===== src/rtl/uart_txrx.sv =====
// rtl/uart_txrx.sv - UART transmitter/receiver with shared baud tick and RX FIFO
module uart_txrx #(
    parameter int DIV_W    = 16,
    parameter int OVS      = 16,
    parameter int RX_DEPTH = 4
) (
    input  logic             clk,
    input  logic             rst_n,
    input  logic [1:0]       cfg_data_bits,
    input  logic             cfg_stop2,
    input  logic             cfg_par_en,
    input  logic             cfg_par_even,
    input  logic [DIV_W-1:0] cfg_div,
    input  logic [7:0]       tx_data,
    input  logic             tx_valid,
    output logic             tx_ready,
    output logic             txd,
    input  logic             rxd,
    output logic [7:0]       rx_data,
    output logic             rx_valid,
    input  logic             rx_ready,
    output logic             rx_par_err,
    output logic             rx_frm_err,
    output logic             rx_overrun
);

    localparam int CW = $clog2(OVS);
    localparam int AW = $clog2(RX_DEPTH);
    localparam logic [CW-1:0] OVS_M1  = CW'(OVS - 1);
    localparam logic [CW-1:0] HALF_M1 = CW'(OVS / 2 - 1);
    localparam logic [AW:0]   DEPTH_C = (AW + 1)'(RX_DEPTH);

    typedef enum logic [2:0] {
        TX_IDLE, TX_START, TX_DATA, TX_PARITY, TX_STOP1, TX_STOP2
    } tx_state_t;

    typedef enum logic [2:0] {
        RX_IDLE, RX_START, RX_DATA, RX_PARITY, RX_STOP
    } rx_state_t;

    // ---------------------------------------------------------------- tick
    logic [DIV_W-1:0] r_div_cnt;
    logic             w_tick;
    logic             r_out_en;

    // >= rather than == so a shrinking cfg_div cannot strand the counter
    assign w_tick = (r_div_cnt >= cfg_div);

    // Free-running divisor counter, wraps after cfg_div
    always_ff @(posedge clk) begin
        if (!rst_n)       r_div_cnt <= '0;
        else if (w_tick)  r_div_cnt <= '0;
        else              r_div_cnt <= r_div_cnt + 1'b1;
    end

    // Holds tx_ready low while in reset and releases it one clk after
    always_ff @(posedge clk) begin
        if (!rst_n) r_out_en <= 1'b0;
        else        r_out_en <= 1'b1;
    end

    // ---------------------------------------------------------------- TX
    tx_state_t        r_tx_state, w_tx_next;
    logic [CW-1:0]    r_tx_tcnt;
    logic [2:0]       r_tx_bit;
    logic [2:0]       r_tx_last;
    logic [7:0]       r_tx_data;
    logic             r_tx_par;
    logic             r_tx_par_en;
    logic             r_tx_stop2;
    logic             w_tx_accept;
    logic             w_tx_bit_end;
    logic             w_txd;
    logic [7:0]       w_tx_mask;
    logic             w_tx_par;

    assign tx_ready     = r_out_en && (r_tx_state == TX_IDLE);
    assign w_tx_accept  = tx_valid && tx_ready;
    assign w_tx_bit_end = w_tick && (r_tx_tcnt == OVS_M1);
    assign w_tx_mask    = 8'hFF >> (2'd3 - cfg_data_bits);
    assign w_tx_par     = (^(tx_data & w_tx_mask)) ^ ~cfg_par_even;
    assign txd          = w_txd;

    // TX next-state and serial line value
    always_comb begin
        w_tx_next = r_tx_state;
        w_txd     = 1'b1;
        case (r_tx_state)
            TX_IDLE: begin
                if (w_tx_accept) w_tx_next = TX_START;
            end
            TX_START: begin
                w_txd = 1'b0;
                if (w_tx_bit_end) w_tx_next = TX_DATA;
            end
            TX_DATA: begin
                w_txd = r_tx_data[r_tx_bit];
                if (w_tx_bit_end && (r_tx_bit == r_tx_last))
                    w_tx_next = r_tx_par_en ? TX_PARITY : TX_STOP1;
            end
            TX_PARITY: begin
                w_txd = r_tx_par;
                if (w_tx_bit_end) w_tx_next = TX_STOP1;
            end
            TX_STOP1: begin
                if (w_tx_bit_end) w_tx_next = r_tx_stop2 ? TX_STOP2 : TX_IDLE;
            end
            TX_STOP2: begin
                if (w_tx_bit_end) w_tx_next = TX_IDLE;
            end
            default: w_tx_next = TX_IDLE;
        endcase
    end

    // TX state register plus per-frame latched data/config and bit timers
    always_ff @(posedge clk) begin
        if (!rst_n) begin
            r_tx_state  <= TX_IDLE;
            r_tx_tcnt   <= '0;
            r_tx_bit    <= '0;
            r_tx_last   <= '0;
            r_tx_data   <= '0;
            r_tx_par    <= 1'b0;
            r_tx_par_en <= 1'b0;
            r_tx_stop2  <= 1'b0;
        end else begin
            r_tx_state <= w_tx_next;
            if (w_tx_accept) begin
                r_tx_data   <= tx_data;
                r_tx_last   <= 3'(cfg_data_bits) + 3'd4;
                r_tx_par    <= w_tx_par;
                r_tx_par_en <= cfg_par_en;
                r_tx_stop2  <= cfg_stop2;
                r_tx_tcnt   <= '0;
                r_tx_bit    <= '0;
            end else if ((r_tx_state != TX_IDLE) && w_tick) begin
                r_tx_tcnt <= w_tx_bit_end ? '0 : r_tx_tcnt + 1'b1;
                if ((r_tx_state == TX_DATA) && w_tx_bit_end)
                    r_tx_bit <= r_tx_bit + 1'b1;
            end
        end
    end

    // ---------------------------------------------------------------- RX
    rx_state_t        r_rx_state, w_rx_next;
    logic             r_rx_sync1, r_rx_sync2;
    logic             r_rx_prev;
    logic [CW-1:0]    r_rx_tcnt;
    logic [2:0]       r_rx_bit;
    logic [2:0]       r_rx_last;
    logic [7:0]       r_rx_data;
    logic             r_rx_par_en;
    logic             r_rx_par_even;
    logic             r_rx_stop2;
    logic             r_rx_stop_idx;
    logic             r_rx_par_err;
    logic             r_rx_frm_err;
    logic             w_rxd;
    logic             w_rx_start_det;
    logic             w_rx_half;
    logic             w_rx_full;
    logic             w_rx_push;
    logic [9:0]       w_rx_entry;

    assign w_rxd          = r_rx_sync2;
    assign w_rx_start_det = w_tick && r_rx_prev && !w_rxd;
    assign w_rx_half      = w_tick && (r_rx_tcnt == HALF_M1);
    assign w_rx_full      = w_tick && (r_rx_tcnt == OVS_M1);
    // Frame error includes the stop sample taken in the push cycle itself
    assign w_rx_entry     = {r_rx_data, r_rx_par_err, r_rx_frm_err | ~w_rxd};

    // Two-flop synchroniser for the asynchronous serial input, idles high
    always_ff @(posedge clk) begin
        if (!rst_n) begin
            r_rx_sync1 <= 1'b1;
            r_rx_sync2 <= 1'b1;
        end else begin
            r_rx_sync1 <= rxd;
            r_rx_sync2 <= r_rx_sync1;
        end
    end

    // RX next-state; push strobe on the final stop sample
    always_comb begin
        w_rx_next = r_rx_state;
        w_rx_push = 1'b0;
        case (r_rx_state)
            RX_IDLE: begin
                if (w_rx_start_det) w_rx_next = RX_START;
            end
            RX_START: begin
                if (w_rx_half) w_rx_next = w_rxd ? RX_IDLE : RX_DATA;
            end
            RX_DATA: begin
                if (w_rx_full && (r_rx_bit == r_rx_last))
                    w_rx_next = r_rx_par_en ? RX_PARITY : RX_STOP;
            end
            RX_PARITY: begin
                if (w_rx_full) w_rx_next = RX_STOP;
            end
            RX_STOP: begin
                if (w_rx_full && !(r_rx_stop2 && !r_rx_stop_idx)) begin
                    w_rx_push = 1'b1;
                    w_rx_next = RX_IDLE;
                end
            end
            default: w_rx_next = RX_IDLE;
        endcase
    end

    // RX state register, tick-rate edge history, sampling timers and shift data
    always_ff @(posedge clk) begin
        if (!rst_n) begin
            r_rx_state    <= RX_IDLE;
            r_rx_prev     <= 1'b1;
            r_rx_tcnt     <= '0;
            r_rx_bit      <= '0;
            r_rx_last     <= '0;
            r_rx_data     <= '0;
            r_rx_par_en   <= 1'b0;
            r_rx_par_even <= 1'b0;
            r_rx_stop2    <= 1'b0;
            r_rx_stop_idx <= 1'b0;
            r_rx_par_err  <= 1'b0;
            r_rx_frm_err  <= 1'b0;
        end else begin
            r_rx_state <= w_rx_next;
            if (w_tick) r_rx_prev <= w_rxd;
            if (r_rx_state == RX_IDLE) begin
                if (w_rx_start_det) begin
                    r_rx_last     <= 3'(cfg_data_bits) + 3'd4;
                    r_rx_par_en   <= cfg_par_en;
                    r_rx_par_even <= cfg_par_even;
                    r_rx_stop2    <= cfg_stop2;
                    r_rx_tcnt     <= '0;
                    r_rx_bit      <= '0;
                    r_rx_data     <= '0;
                    r_rx_stop_idx <= 1'b0;
                    r_rx_par_err  <= 1'b0;
                    r_rx_frm_err  <= 1'b0;
                end
            end else if (w_tick) begin
                if (((r_rx_state == RX_START) && w_rx_half) || w_rx_full)
                    r_rx_tcnt <= '0;
                else
                    r_rx_tcnt <= r_rx_tcnt + 1'b1;
                if ((r_rx_state == RX_DATA) && w_rx_full) begin
                    r_rx_data[r_rx_bit] <= w_rxd;
                    r_rx_bit            <= r_rx_bit + 1'b1;
                end
                if ((r_rx_state == RX_PARITY) && w_rx_full)
                    r_rx_par_err <= w_rxd ^ (^r_rx_data) ^ ~r_rx_par_even;
                if ((r_rx_state == RX_STOP) && w_rx_full) begin
                    r_rx_frm_err  <= r_rx_frm_err | ~w_rxd;
                    r_rx_stop_idx <= 1'b1;
                end
            end
        end
    end

    // ---------------------------------------------------------------- FIFO
    logic [9:0]  r_fifo_mem [RX_DEPTH];
    logic [AW-1:0] r_wr_ptr, r_rd_ptr;
    logic [AW:0]   r_count;
    logic          r_overrun;
    logic          w_full;
    logic          w_pop;
    logic          w_push_ok;
    logic [9:0]    w_head;

    assign w_full     = (r_count == DEPTH_C);
    assign rx_valid   = (r_count != '0);
    assign w_pop      = rx_valid && rx_ready;
    // A simultaneous pop frees the slot, so a push into a full FIFO still lands
    assign w_push_ok  = w_rx_push && (!w_full || w_pop);
    assign w_head     = r_fifo_mem[r_rd_ptr];
    assign rx_data    = rx_valid ? w_head[9:2] : 8'h00;
    assign rx_par_err = rx_valid && w_head[1];
    assign rx_frm_err = rx_valid && w_head[0];
    assign rx_overrun = r_overrun;

    // Storage array needs no reset; rx_valid masks stale entries
    always_ff @(posedge clk) begin
        if (w_push_ok) r_fifo_mem[r_wr_ptr] <= w_rx_entry;
    end

    // FIFO pointers, occupancy and overrun pulse
    always_ff @(posedge clk) begin
        if (!rst_n) begin
            r_wr_ptr  <= '0;
            r_rd_ptr  <= '0;
            r_count   <= '0;
            r_overrun <= 1'b0;
        end else begin
            r_overrun <= w_rx_push && !w_push_ok;
            if (w_push_ok) r_wr_ptr <= r_wr_ptr + 1'b1;
            if (w_pop)     r_rd_ptr <= r_rd_ptr + 1'b1;
            case ({w_push_ok, w_pop})
                2'b10:   r_count <= r_count + 1'b1;
                2'b01:   r_count <= r_count - 1'b1;
                default: r_count <= r_count;
            endcase
        end
    end

endmodule


===== config.mk =====
export PLATFORM = sky130hd
export DESIGN_NAME = uart_txrx
export DESIGN_NICKNAME = d
export VERILOG_FILES = /design/src/rtl/uart_txrx.sv
export SDC_FILE = /design/constraint.sdc
export NUM_CORES = 1
export LEC_CHECK = 0
export CAP_MARGIN = 25
export CORE_ASPECT_RATIO = 0.6
export CORE_MARGIN = 1.5
export CORE_UTILIZATION = 50
export DETAILED_ROUTE_END_ITERATION = 8
export PLACE_DENSITY = 0.73
export SETUP_SLACK_MARGIN = 0.15
export SYNTH_ARGS = -nofsm -noshare
export SYNTH_HDL_FRONTEND = slang
export SYNTH_SLANG_ARGS = --single-unit

===== constraint.sdc =====
create_clock -name clk -period 2.6 [get_ports clk]
set_input_delay 0.39 -clock clk [delete_from_list [all_inputs] [get_ports clk]]
set_output_delay 0.39 -clock clk [all_outputs]
set_load 0.05 [all_outputs]

# Yosys cells after proc, flatten, opt, wreduce, memory -nomap -nowiden
# Memories as Yosys holds them, arrays and structs flattened. A register that Yosys moved wholly into a read port is not among the register bits.
# Cells that the tools add are included.
[op_classes] magnitude_cmp=4 add_sub_neg=11 muxes=55 shift=1 n_reduce_logical=51 bitwise_logic=9 n_eq_ne=28
[op_table] cell="$mux 3" n=18
[op_table] cell="$mux 8" n=5
[op_table] cell="$logic_and 1x1->1" n=23
[op_table] cell="$ne 2x2->1 const B" n=11
[op_table] cell="$mux 4" n=5
[op_table] cell="$pmux 3 s6" n=1
[op_table] cell="$mux 1" n=17
[op_table] cell="$add 16x1->16 const B" n=1
[op_table] cell="$ge 16x16->1" n=1
[op_table] cell="$reduce_xor 8->1" n=2
[op_table] cell="$pmux 3 s5" n=1
[op_table] cell="$eq 3x2->1 const B" n=4
[op_table] cell="$eq 3x3->1 const B" n=4
[op_table] cell="$reduce_bool 2->1" n=5
[op_table] cell="$add 3x1->3 const B" n=3
[op_table] cell="$reduce_and 3->1" n=3
[op_table] cell="$add 4x1->4 const B" n=2
[op_table] cell="$and 8x8->8" n=1
[op_table] cell="$bwmux 8" n=1
[op_table] cell="$eq 4x4->1 const B" n=2
[op_table] cell="$lt 3x4->1 const B" n=2
[op_table] cell="$shr 8x2->8 const A" n=1
[op_table] cell="$eq 3x1->1 const B" n=2
[op_table] cell="$eq 3x3->1" n=2
[op_table] cell="24 further kinds" n=42
[word_totals] wordCells=188 ramBits=40 inputBits=34 ff_bits=79 output_inout_bits=14 memories=1
[mem_list] memory="r_fifo_mem" depth=4 word_bits=10 rd=1 rd_clocked_by_memory_dff=1 wr=1 line_no="262" source="logic [9:0] r_fifo_mem [RX_DEPTH];"

# Logic depth before layout (Yosys ltp)
[logic_depth] ltp_word=9 mapped_depth=13 depth_no_buf=12

# Worst setup path before layout
# Ideal clock, no wire load.
[synth_timing] path_kind="register to register" startpoint="register r_div_cnt[0]" endpoint="register r_count[2]" required_time_ns=2.479 t_arrival_ns=2.578 n_path_buf=1 period_less_slack_ns=2.699 setup_ns=0.121 path_slack_ns=-0.099 stages_incl_launch_ff=14 path_cell_list="dfxtp_1 inv_1 ha_1 nand2b_4 a2111oi_4 nand3b_4 a31oi_4 buf_6 a21oi_2 inv_1 fa_1 nor2_1 a22oi_2 mux2i_1"
[synth_via] elab_chain_len=8 elab_cells_between_ends=10 classes_between="order compare: 1; eq/ne: 2; mux: 3; reduce/logical: 4"
[synth_lines] element="from (decl)" line_no="42" source="logic [DIV_W-1:0] r_div_cnt;"
[synth_lines] element="from (signal assigned)" line_no="53" source="else r_div_cnt <= r_div_cnt + 1'b1;"
[synth_lines] element="$ge 16x16->1 (*)" line_no="47" source="assign w_tick = (r_div_cnt >= cfg_div);"
[synth_lines] element="$logic_and 1x1->1 (*)" line_no="168" source="assign w_rx_full = w_tick && (r_rx_tcnt == OVS_M1);"
[synth_lines] element="$logic_and 1x1->1 (*)" line_no="202" source="if (w_rx_full && !(r_rx_stop2 && !r_rx_stop_idx)) begin"
[synth_lines] element="$mux 1 (*)" line_no="202"
[synth_lines] element="$mux 1 (*)" line_no="187" source="case (r_rx_state)"
[synth_lines] element="$logic_and 1x1->1 (*)" line_no="275" source="assign w_push_ok = w_rx_push && (!w_full || w_pop);"
[synth_lines] element="$eq 2x1->1 or $eq 2x2->1 (tied branches)" line_no="298" source="case ({w_push_ok, w_pop})"
[synth_lines] element="$pmux 3 s2 or $reduce_bool 2->1 (tied branches)"
[synth_lines] element="to (signal assigned)" line_no="299" source="2'b10: r_count <= r_count + 1'b1;"
[synth_lines] element="to (signal assigned)" line_no="300" source="2'b01: r_count <= r_count - 1'b1;"
[synth_lines] element="to (signal assigned)" line_no="301" source="default: r_count <= r_count;"
[synth_lines] element="to (decl)" line_no="264" source="logic [AW:0] r_count;"
# Every way passes the cells marked *; elsewhere a longest branch is shown, timed or not.
# A chain may end at the register's enable or synchronous reset.

# Final worst setup path
[layout_timing] startpoint="register r_tx_bit[0]" endpoint="output txd"
[layout_via] elab_chain_len=3
[layout_lines] element="from (decl)" line_no="65" source="logic [2:0] r_tx_bit;"
[layout_lines] element="from (signal assigned)" line_no="139" source="r_tx_bit <= r_tx_bit + 1'b1;"
[layout_lines] element="$bmux 1 s3" line_no="97" source="w_txd = r_tx_data[r_tx_bit];"
[layout_lines] element="$mux 1 (implied by the code)" line_no="97"
[layout_lines] element="$pmux 1 s3" line_no="88" source="case (r_tx_state)"
[layout_lines] element="to (decl)" line_no="17" source="output logic txd,"
# No other way between the ends. The select of a mux whose other input is x is not followed.

==> flow_summary.yaml <==
drt:
  viasPerCell: 5.529
  via_count: 4633
  antenna_left: 0
  first_pass_iters: 5
  drt_iter0_markers: 406
  wl_per_cell_um: 16.43
  drc: 0
  wirelength_um: 13770
cts:
  clkTransAtPathRegs_ps: 60
  cts_made_buffers: 17
  cts_tree: "built"
  root_buffer: "clkbuf_16"
  h-tree-depth: 4
  clock_sinks: 121
  worstSkewPairLatency_ps: 420
  cts_buffer_depth: 2
critical_path:
  cp_num_cells: 5
  crit_type: "flip-flop to output pin"
  path_cells: "mux4_2, mux2i_1, a21oi_1, a311o_1, buf_6"
  crit_family: "multiplexers"
  cp-start-kind: "flip-flop"
  crit_path_end_kind: "output pin"
  cp.arrival_ps: 2040
  rrSetupSlack_ps: 210
  cp_slowest_stage_delay_ps: 530
  cp_slowest_cell: "mux4_2"
  critPathMaxFanout: 5
  reg2reg_depth: 11
  crit_required_ps: 2210
  cp_num_buf_inv: 1
min_path:
  hp-class: "flip-flop to flip-flop"
  min_path_cells: 1
job:
  maxCapViolCount: 0
die:
  initial_utilization: 0.5220
  boundaryPins: 48
  fp.dieW_um: 144.4
  die_height_um: 87.83
  die_area_mm2: 0.01268
  row_count: 30
  core_mm2: 0.01149
pwr:
  p_per_area_mw_per_mm2: 622.5
  irDropWorstVdd_mv: 0.4759
  power_leakage_nw: 3.060
place:
  dp_hpwl_um: 9370
  portBuffers: 47
  gp_congestion: 0.9127
layout:
  syn_to_final_growth_pct: 29.63
  insertedDiodeCount: 0
  fillers: 833
  final_nets: 725
  multiInputGateArea_mm2: 0.003157
  drive_above_1_share: 0.2227
  seq_area_mm2: 0.002834
sta:
  finalCriticalPeriod_ps: 2427
  slew_headroom: 0.6367
  finalCritPeriodShare: 0.9336
  hold_viol: 0
  finClkSkew_ps: 5.786
  slew_violations: 0
  setup_violations: 0
  tightestPinTransition_ps: 545.0
  fmax_ghz: 0.4120
  timing.setup.tns_ps: 0
  rsz0062_at_grt: "true"
  hold_ws_ps: 423.5
yosys:
  synthCells: 597
  synth_area_leader_cell: "dfxtp_1"
  ys_warn_count: 0
  synth_top_area_frac: 0.2705
  synthTopCellsByCount: "dfxtp_1, nand2_1, nor2_1"
  synthArstFlopShare: 0
  synthMostInstantiatedCell: "dfxtp_1"
  netlist-cell-type-count: 71
  synth_seq_cells: 121
  synth-seq-area-share: 0.4708
  syn_area_mm2: 0.005996
  synth_area_per_cell_um2: 10.04
  synth_fp_nets: 657
  synth.area.top_cells: "dfxtp_1, edfxtp_1, ha_1"
  synth_edf_count: 40
  ys.flop_type: "dfxtp_1"
run_status:
  status: "finished clean"
grt:
  track_usage: 0.2313
  antenna_found_initial: 0
  grt_pass1_vias: 4471
  grt_max_degree: 22
  grt_pass1_wl_um: 22160
  grt.overflow.total: 0
[area by class of cell]
cell class | instances | share of cell area
Multi-Input combinational cell | 418 | 0.4061
Sequential cell | 121 | 0.3646
Timing Repair Buffer | 79 | 0.1067
Clock buffer | 18 | 0.05522
Clock inverter | 14 | 0.02801
Tap cell | 160 | 0.02576
Inverter | 28 | 0.01352
[power breakdown]
| group | internal [mW] | switching, mW |
|---|---|---|
| clock | 1.71 | 0.887 |
| sequential | 1.96 | 0.0201 |
| combinational | 0.133 | 0.131 |
| total | 3.80 | 1.04 |
[per-layer routing]
metal,up-vias,GRT usage,wire length (um)
li1,2223,-,-
met1,2258,0.3211,6576
met2,130,0.3597,6293
met3,22,0.06069,691
met4,0,0.06612,211
met5,-,0,0
[cells by family after synthesis]
family	synth area share
buffers and inverters	0.04215
xor gates and xnor gates	0.06573
muxes	0.06532
and+or+nand+nor	0.1964
adders and majority gates	0.05551
AOI/OAI and AO/OA	0.1041
DFF	0.4708
[layout by cell type (no fill, tap or decap), types with 18 or more instances in the layout]
cell type and n:
nand2_1 77, dfxtp_1 76, nor2_1 55, edfxtp_1 40, a21oi_1 38, buf_4 34
xnor2_1 26, xor2_1 19, clkdlybuf4s50_1 19, and2_1 18, clkbuf_16 18
[worst reg2reg max path: stages (launching register included)]
cell       delay (ps)
dfxtp_4           340
inv_2              60
ha_4              190
nand2b_4          140
a2111oi_4         300
nand3b_4          220
a31oi_4           130
a21oi_4           150
inv_2              50
fa_2              370
a22oi_2           190
mux2i_1           200
[timing repair]
action	CTS	global route
hold endpoints to repair	0	0
hold buffers	0	0
setup endpoints to repair	24	58
setup buffers	0	4
resized for setup	7	53
gates cloned	0	1
pin swaps	1	14
[path summary, 6_finish.rpt]
path                                    from          to
worst max-delay path             r_tx_bit[0]         txd
worst min-delay path              r_rx_sync1  r_rx_sync2
worst max register to register  r_div_cnt[0]  r_count[2]
worst min register to register    r_rx_sync1  r_rx_sync2
[registers in the layout, indices dropped and copies added, names as in the netlist, 2 cells and up, named ones only]
register	count
r_rx_state	3
r_tx_state	3
r_tx_bit	3
r_rx_tcnt	4
r_rd_ptr	2
r_div_cnt	16
r_fifo_mem	40
r_tx_tcnt	4
r_tx_last	3
r_count	3
r_rx_data	8
r_tx_data	8
r_rx_bit	3
r_wr_ptr	2
r_rx_last	3
[metrics by stage]
step                      utilization  std cells  worst slack [ps]  power (mW)  instance area, um^2
after floorplan                     -        597             129.5       2.170                 6057
after global placement         0.5955        801            -248.7       2.262                 6840
after detailed placement       0.5955        801            -356.6       2.270                 6840
after CTS                      0.6535        833             140.9       4.847                 7506
after global routing           0.6767        838             95.20       4.983                 7772
final                          0.6767        838             172.6       4.838                 7772
Power figures use the tool's default switching activity.
